$ cat config.mk
export PLATFORM = sky130hd
export DESIGN_NAME = mic_peak_meter
export DESIGN_NICKNAME = d
export VERILOG_FILES = /design/src/rtl/mic_peak_meter_pkg.sv /design/src/rtl/mic_level_quantizer.sv /design/src/rtl/mic_peak_meter.sv
export SDC_FILE = /design/constraint.sdc
export NUM_CORES = 1
export LEC_CHECK = 0
export ABC_AREA = 1
export ABC_CLOCK_PERIOD_IN_PS = 6400
export CAP_MARGIN = 20
export CORE_MARGIN = 5
export CORE_UTILIZATION = 50
export CTS_BUF_LIST = sky130_fd_sc_hd__clkbuf_8
export CTS_CLUSTER_DIAMETER = 120
export DETAILED_ROUTE_END_ITERATION = 8
export PLACE_DENSITY = 0.72
export SLEW_MARGIN = 15
export SYNTH_ARGS = -nofsm -noshare
export SYNTH_HDL_FRONTEND = slang
export SYNTH_HIERARCHICAL = 1
export SYNTH_SLANG_ARGS = --single-unit
$ cat constraint.sdc
create_clock -name clk_3p125mhz -period 6.4 [get_ports clk_3p125mhz]
set_clock_uncertainty 0.05 [all_clocks]
set_input_delay 1.28 -clock clk_3p125mhz [delete_from_list [all_inputs] [get_ports clk_3p125mhz]]
set_output_delay 1.28 -clock clk_3p125mhz [all_outputs]
set_load 0.005 [all_outputs]
$ cat src/rtl/mic_peak_meter_pkg.sv
// -----------------------------------------------------------------------------
// mic_peak_meter_pkg
// Shared constants for the mic peak meter slice: default mic sample format,
// default level-threshold ladder, the LED bar MSB index used by the existing
// display logic, and the quantiser FSM state encodings.
// No ports (package).
// -----------------------------------------------------------------------------
package mic_peak_meter_pkg;

    // Default mic sample width and threshold ladder (T1 = silence floor).
    localparam int MIC_W      = 12;
    localparam int MIC_BASE   = 2200;
    localparam int MIC_STEP   = 125;
    localparam int MIC_LEVELS = 16;

    // MSB index of the LED bar as seen by the downstream display blocks.
    localparam int LDBIT = 15;

    // Quantiser FSM state encodings.
    localparam logic [1:0] MPM_IDLE   = 2'd0;
    localparam logic [1:0] MPM_QUANT  = 2'd1;
    localparam logic [1:0] MPM_UPDATE = 2'd2;

endpackage

$ cat src/rtl/mic_level_quantizer.sv
// -----------------------------------------------------------------------------
// mic_level_quantizer
// Sequential threshold comparator: after a start pulse it walks the threshold
// ladder Tk = BASE + (k-1)*STEP for k = 1..LEVELS, one threshold per cycle,
// and counts how many thresholds lie strictly below the captured peak.
//
// Ports:
//   clk_3p125mhz  in   system clock
//   reset         in   asynchronous active-high clear
//   start         in   load the ladder; comparisons run on the next LEVELS edges
//   peak          in   captured window peak, held stable while busy
//   done          out  one-cycle pulse when level is final
//   level         out  number of thresholds strictly below peak (0..LEVELS)
// -----------------------------------------------------------------------------
module mic_level_quantizer
    import mic_peak_meter_pkg::*;
#(
    parameter int SAMPLE_W = MIC_W,
    parameter int LEVELS   = MIC_LEVELS,
    parameter int BASE     = MIC_BASE,
    parameter int STEP     = MIC_STEP,
    parameter int LVL_W    = $clog2(LEVELS + 1)
) (
    input  logic                clk_3p125mhz,
    input  logic                reset,
    input  logic                start,
    input  logic [SAMPLE_W-1:0] peak,
    output logic                done,
    output logic [LVL_W-1:0]    level
);

    // One extra bit so the running threshold never wraps past the top sample.
    localparam int THR_W = SAMPLE_W + 1;

    localparam logic [THR_W-1:0] BASE_C   = THR_W'(BASE);
    localparam logic [THR_W-1:0] STEP_C   = THR_W'(STEP);
    localparam logic [THR_W-1:0] THR_ZERO = THR_W'(0);
    localparam logic [LVL_W-1:0] LVL_ZERO = LVL_W'(0);
    localparam logic [LVL_W-1:0] LVL_ONE  = LVL_W'(1);
    localparam logic [LVL_W-1:0] LAST_CYC = LVL_W'(LEVELS - 1);

    logic [THR_W-1:0] thr_r;
    logic [LVL_W-1:0] cnt_r;
    logic [LVL_W-1:0] cyc_r;
    logic             busy_r;
    logic             done_r;
    logic             above_s;

    assign above_s = ({1'b0, peak} > thr_r);

    // Threshold walk: compare, count, advance threshold; flag done on last step.
    always_ff @(posedge clk_3p125mhz or posedge reset) begin
        if (reset) begin
            thr_r  <= THR_ZERO;
            cnt_r  <= LVL_ZERO;
            cyc_r  <= LVL_ZERO;
            busy_r <= 1'b0;
            done_r <= 1'b0;
        end else if (start) begin
            thr_r  <= BASE_C;
            cnt_r  <= LVL_ZERO;
            cyc_r  <= LVL_ZERO;
            busy_r <= 1'b1;
            done_r <= 1'b0;
        end else if (busy_r) begin
            thr_r <= thr_r + STEP_C;
            if (above_s) begin
                cnt_r <= cnt_r + LVL_ONE;
            end
            if (cyc_r == LAST_CYC) begin
                busy_r <= 1'b0;
                done_r <= 1'b1;
            end else begin
                cyc_r <= cyc_r + LVL_ONE;
            end
        end else begin
            done_r <= 1'b0;
        end
    end

    assign done  = done_r;
    assign level = cnt_r;

endmodule

$ cat src/rtl/mic_peak_meter.sv
// -----------------------------------------------------------------------------
// mic_peak_meter
// Windowed peak meter for the 12-bit mic stream. Tracks the maximum sample of
// each WINDOW-cycle window, quantises it into LEVELS linear bands through
// mic_level_quantizer, and drives an LED bar with an optional decaying
// peak-hold marker.
//
// Ports:
//   clk_3p125mhz  in   system clock
//   reset         in   asynchronous active-high clear of all state
//   en            in   0 freezes window counter and running max
//   mode          in   0 = bar only, 1 = bar plus peak-hold marker
//   mic           in   unsigned mic sample
//   lvl           out  current level 0..LEVELS (registered)
//   peak_lvl      out  held peak level (registered)
//   led           out  bar graph, led[i] = 1 iff i < lvl, plus marker
//   lvl_valid     out  one-cycle pulse when lvl/peak_lvl/led update
// -----------------------------------------------------------------------------
module mic_peak_meter
    import mic_peak_meter_pkg::*;
#(
    parameter int SAMPLE_W = MIC_W,
    parameter int LEVELS   = MIC_LEVELS,
    parameter int BASE     = MIC_BASE,
    parameter int STEP     = MIC_STEP,
    parameter int WINDOW   = 1024,
    parameter int HOLD_WIN = 4,
    parameter int LVL_W    = $clog2(LEVELS + 1)
) (
    input  logic                clk_3p125mhz,
    input  logic                reset,
    input  logic                en,
    input  logic                mode,
    input  logic [SAMPLE_W-1:0] mic,
    output logic [LVL_W-1:0]    lvl,
    output logic [LVL_W-1:0]    peak_lvl,
    output logic [LEVELS-1:0]   led,
    output logic                lvl_valid
);

    localparam int WIN_W  = $clog2(WINDOW);
    localparam int HOLD_W = $clog2(HOLD_WIN + 2);

    localparam logic [WIN_W-1:0]    WIN_LAST  = WIN_W'(WINDOW - 1);
    localparam logic [WIN_W-1:0]    WIN_ZERO  = WIN_W'(0);
    localparam logic [WIN_W-1:0]    WIN_ONE   = WIN_W'(1);
    localparam logic [HOLD_W-1:0]   HOLD_LOAD = HOLD_W'(HOLD_WIN);
    localparam logic [HOLD_W-1:0]   HOLD_ZERO = HOLD_W'(0);
    localparam logic [HOLD_W-1:0]   HOLD_ONE  = HOLD_W'(1);
    localparam logic [LVL_W-1:0]    LVL_ZERO  = LVL_W'(0);
    localparam logic [LVL_W-1:0]    LVL_ONE   = LVL_W'(1);
    localparam logic [SAMPLE_W-1:0] SMP_ZERO  = SAMPLE_W'(0);
    localparam logic [LEVELS-1:0]   LED_ZERO  = LEVELS'(0);

    // The quantiser must be idle again before the next window can end, and
    // the LED bar width must match the display blocks' MSB index.
    generate
        if (WINDOW <= LEVELS + 2) begin : g_window_too_short
            $error("mic_peak_meter: WINDOW must exceed LEVELS+2");
        end
        if (LDBIT != LEVELS - 1) begin : g_ldbit_mismatch
            $error("mic_peak_meter: LDBIT must equal LEVELS-1");
        end
    endgenerate

    logic [WIN_W-1:0]    win_cnt_r;
    logic [SAMPLE_W-1:0] run_max_r;
    logic [SAMPLE_W-1:0] pk_cap_r;
    logic [1:0]          state_r;
    logic [1:0]          state_nxt_s;
    logic [LVL_W-1:0]    lvl_r;
    logic [LVL_W-1:0]    peak_lvl_r;
    logic [HOLD_W-1:0]   hold_cnt_r;
    logic [LEVELS-1:0]   led_r;
    logic                lvl_valid_r;

    logic                win_end_s;
    logic [SAMPLE_W-1:0] max_s;
    logic                q_done_s;
    logic [LVL_W-1:0]    q_level_s;
    logic [LVL_W-1:0]    pk_nxt_s;
    logic [HOLD_W-1:0]   hold_nxt_s;
    logic [LVL_W-1:0]    pk_dec_s;
    logic [LEVELS-1:0]   led_nxt_s;

    assign win_end_s = en && (win_cnt_r == WIN_LAST);
    // The sample on the window-end cycle still belongs to the closing window.
    assign max_s     = (mic > run_max_r) ? mic : run_max_r;

    // Window accumulation: running max and cycle count, frozen while en=0.
    always_ff @(posedge clk_3p125mhz or posedge reset) begin
        if (reset) begin
            win_cnt_r <= WIN_ZERO;
            run_max_r <= SMP_ZERO;
            pk_cap_r  <= SMP_ZERO;
        end else if (win_end_s) begin
            pk_cap_r  <= max_s;
            run_max_r <= SMP_ZERO;
            win_cnt_r <= WIN_ZERO;
        end else if (en) begin
            run_max_r <= max_s;
            win_cnt_r <= win_cnt_r + WIN_ONE;
        end else begin
            run_max_r <= run_max_r;
            win_cnt_r <= win_cnt_r;
        end
    end

    mic_level_quantizer #(
        .SAMPLE_W (SAMPLE_W),
        .LEVELS   (LEVELS),
        .BASE     (BASE),
        .STEP     (STEP),
        .LVL_W    (LVL_W)
    ) u_quant (
        .clk_3p125mhz (clk_3p125mhz),
        .reset        (reset),
        .start        (win_end_s),
        .peak         (pk_cap_r),
        .done         (q_done_s),
        .level        (q_level_s)
    );

    // FSM next state: IDLE -> QUANT on window end, QUANT -> UPDATE on done.
    always_comb begin
        state_nxt_s = state_r;
        case (state_r)
            MPM_IDLE: begin
                if (win_end_s) begin
                    state_nxt_s = MPM_QUANT;
                end else begin
                    state_nxt_s = MPM_IDLE;
                end
            end
            MPM_QUANT: begin
                if (q_done_s) begin
                    state_nxt_s = MPM_UPDATE;
                end else begin
                    state_nxt_s = MPM_QUANT;
                end
            end
            MPM_UPDATE: state_nxt_s = MPM_IDLE;
            default:    state_nxt_s = MPM_IDLE;
        endcase
    end

    // FSM state register.
    always_ff @(posedge clk_3p125mhz or posedge reset) begin
        if (reset) begin
            state_r <= MPM_IDLE;
        end else begin
            state_r <= state_nxt_s;
        end
    end

    // Peak-hold decision: follow rises at once, hold HOLD_WIN windows, then
    // decay one level per window without dropping below the new level.
    always_comb begin
        pk_nxt_s   = peak_lvl_r;
        hold_nxt_s = hold_cnt_r;
        pk_dec_s   = peak_lvl_r - LVL_ONE;
        if (q_level_s >= peak_lvl_r) begin
            pk_nxt_s   = q_level_s;
            hold_nxt_s = HOLD_LOAD;
        end else if (hold_cnt_r != HOLD_ZERO) begin
            pk_nxt_s   = peak_lvl_r;
            hold_nxt_s = hold_cnt_r - HOLD_ONE;
        end else begin
            pk_nxt_s   = (pk_dec_s > q_level_s) ? pk_dec_s : q_level_s;
            hold_nxt_s = HOLD_ZERO;
        end
    end

    // LED map: thermometer bar below the level, plus the marker bit in mode 1.
    always_comb begin
        led_nxt_s = LED_ZERO;
        for (int i = 0; i < LEVELS; i++) begin
            led_nxt_s[i] = (LVL_W'(i) < q_level_s) ||
                           (mode && (pk_nxt_s == LVL_W'(i + 1)));
        end
    end

    // Output registers, loaded only in UPDATE together with the valid pulse.
    always_ff @(posedge clk_3p125mhz or posedge reset) begin
        if (reset) begin
            lvl_r       <= LVL_ZERO;
            peak_lvl_r  <= LVL_ZERO;
            hold_cnt_r  <= HOLD_ZERO;
            led_r       <= LED_ZERO;
            lvl_valid_r <= 1'b0;
        end else if (state_r == MPM_UPDATE) begin
            lvl_r       <= q_level_s;
            peak_lvl_r  <= pk_nxt_s;
            hold_cnt_r  <= hold_nxt_s;
            led_r       <= led_nxt_s;
            lvl_valid_r <= 1'b1;
        end else begin
            lvl_valid_r <= 1'b0;
        end
    end

    assign lvl       = lvl_r;
    assign peak_lvl  = peak_lvl_r;
    assign led       = led_r;
    assign lvl_valid = lvl_valid_r;

endmodule

==> results.py <==
metrics = {
    "yosys": {
        "syn_inst": 694,
        "yosysUniqueCellTypes": 40,
        "syn_nets": 752,
        "muxShareOfSynthArea_pct": 0,
        "ys_seq_area_share_pct": 41.2,
        "ys_top_cells_by_area": "dfrtp_1 (41%), nand2_1 (9.9%), ha_1 (9.5%)",
        "synth_compound_gate_area_share_pct": 10.2,
        "yosysTopAreaCell": "dfrtp_1",
        "synth-simple-area-share_pct": 29.0,
        "syn_area_sq_um": 5520,
        "yosysMostFrequentCell": "nand2_1",
        "synthArstFlopShare_pct": 100,
        "synth_top_area_share_pct": 41.2,
        "synth_adder_area_share_pct": 9.52,
        "synth_edf_count": 0,
        "ys.flop_type": "dfrtp_1",
        "synth.top_cells.by_count": "nand2_1 (145), inv_1 (96), dfrtp_1 (91)",
        "synthXorXnorAreaFrac_pct": 1.27,
        "ys_ff_latch": 91,
        "synth_warnings": 6,
        "synth_top_family_by_area": "simple AND/OR/NAND/NOR gates",
        "avgSynthCellArea_sq_um": 7.96,
    },
    "clock_tree": {
        "cts_setup_buffers": 0,
        "cts_buffer_depth": 2,
        "cts_root_buf": "clkbuf_8",
        "cts-buffers-inserted": 9,
        "htree_num_levels": 3,
        "cts_tree": "built",
        "clock_sinks": 91,
        "cts_hold_buf": 0,
        "clk_pin_slew_worst_paths_ps": 100,
        "ctsResizeCount": 0,
        "clk_latency_ps": 380,
    },
    "place": {
        "port_buffers": 42,
        "hpwlAfterDp_mm": 8.97,
        "dpl_cell_area_sq_um": 6040,
        "routabilityCongestion": 0.895,
    },
    "setup_path": {
        "arrival_ps": 4200,
        "crit_fanout": 23,
        "path_cells": "clkdlybuf4s50_1 -> nand4_2 -> nor3b_4 -> nand4_2 -> clkinv_2 -> inv_1 -> nand2_1 -> nand2_1 -> a21oi_1",
        "cpPeakStageDelay_ps": 850,
        "path_class": "in -> reg",
        "cp-end-kind": "flip-flop",
        "rr_worst_depth": 16,
        "crit_slowest_cell": "clkdlybuf4s50_1",
        "critPathRequiredTime_ps": 6650,
        "start_kind": "input port",
    },
    "sta": {
        "rsz0062_at_grt": "false",
        "period_needed_ps": 3950,
        "hold_viol": 0,
        "setup_viol": 0,
        "holdWs_ps": 377,
        "fin_crit_sh_pct": 61.7,
        "drv_slew": 0,
        "worstMarginPinSlew_ps": 960,
        "max_freq_ghz": 0.253,
        "max_slew_margin_pct": 35.9,
        "fin_tns_setup_ps": 0,
    },
    "worst_hold_path": {
        "hp-class": "reg -> reg",
        "whs_path_depth": 1,
    },
    "cells_and_area": {
        "syn_to_final_growth_pct": 14.0,
        "fin_area_sq_um": 6290,
        "layout.nets": 790,
        "drive_above_1_share_pct": 9.91,
        "antenna_cells": 0,
        "finish.utilization_pct": 58.1,
    },
    "route": {
        "drcViolationCount": 0,
        "vias": 4656,
        "dr.pass1.iters": 4,
        "wire_per_inst_um": 13.9,
        "wl_mm": 12.2,
        "drtIter0Drc": 298,
        "drt-vias-per-instance": 5.31,
        "ant_nets": 0,
    },
    "global_routing": {
        "grt_max_degree": 67,
        "grt_pass1_wl_mm": 21.0,
        "grt_overflow": 0,
        "antenna_found_initial": 0,
        "grt_usage_pct": 19.7,
        "grt_pass1_vias": 4481,
    },
    "job": {
        "maxCapViolations": 0,
    },
    "floorplan": {
        "die_y_um": 115,
        "die_area_sq_um": 13200,
        "initial_core_util_pct": 50.9,
        "coreArea_sq_um": 10800,
        "ios": 43,
        "fp-row-count": 38,
        "dieWidth_um": 115,
    },
    "pwr": {
        "cellLeakagePower_nw": 3.16,
        "powerDensity_nw_per_um2": 234,
        "total_power_mw": 1.47,
        "peakVddDrop_mv": 0.239,
    },
    "run_status": {
        "run_status": "finished clean",
    },
}
area by class of cell:
cell class / count / area [sq um]
Inverter: 106 / 400
Clock inverter: 6 / 111
Fill cell: 991 / 4550
Tap cell: 140 / 175
Sequential cell: 91 / 2280
Timing Repair Buffer: 43 / 428
Clock buffer: 10 / 138
Multi-Input combinational cell: 481 / 2770
final timing paths:
check,from,endpoint,slack (ps)
max in group asynchronous,reset,u_quant/thr_r[5]$_DFFE_PP0P_,4290
hold / removal,state_r[1]$_DFF_PP0_,state_r[1]$_DFF_PP0_,380
min in group asynchronous,reset,lvl[3]$_DFFE_PP0P_,1420
hold reg to reg,state_r[1]$_DFF_PP0_,state_r[1]$_DFF_PP0_,380
setup / recovery,en,u_quant/cyc_r[2]$_DFFE_PP0P_,2450
setup reg to reg,peak_lvl[0]$_DFFE_PP0P_,led[6]$_DFFE_PP0P_,3490
flip-flops by register name (all words and copies together), names as in the netlist, 10 cells and up:
signal	cells
win_cnt_r	10
run_max_r	12
led	16
u_quant/thr_r	13
pk_cap_r	12
per-layer routing:
layer | vias to the layer above | track usage (%) | wire length (um)
met5 | - | 0 | 0
li1 | 2325 | - | -
met4 | 0 | 8.92 | 302
met1 | 2216 | 25.0 | 5400
met3 | 24 | 3.26 | 493
met2 | 91 | 33.0 | 6000
worst max-delay path, delay by kind of cell:
kind                   cells  cell delay, ps
buffers and inverters      3            1630
AO/OA/AOI/OAI              1             120
AND/OR/NAND/NOR            5            1160
report_power, final:
| part | total, mW | switching, mW | internal, mW | leakage [nW] |
|---|---|---|---|---|
| sequential | 0.661 | 0.0301 | 0.631 | 1.11 |
| combinational | 0.329 | 0.212 | 0.117 | 1.94 |
| clock | 0.485 | 0.214 | 0.271 | 0.123 |
| total | 1.47 | 0.457 | 1.02 | 3.16 |
stage by stage:
step,setup slack (ps),std cells
after floorplan,3420,694
after global placement,2200,861
after detailed placement,2060,861
after CTS,2480,877
after global routing,2160,877
final,2450,877
placed cells by master (no fill, tap or decap), drive strengths merged, types with 3 or more instances in the layout:
master         Yosys  routed
clkinv             2       3
nand3b            12      12
a21oi             47      47
inv              104     105
nor2              66      66
a31oi              4       4
xor2               6       6
clkdlybuf4s50      0      42
dfrtp             91      91
clkbuf             9      10
nor3               7       7
nand4             15      15
nand3             65      65
o21ai             46      46
nand2            158     158
ha                42      42
bufinv             0       3
cell families after synthesis:
kind of cell | Yosys count
simple gates | 328
buf+inv | 122
compound gates | 103
flops | 91
fa+ha+maj | 42
xor+xnor | 8
Power figures use the tool's default switching activity.
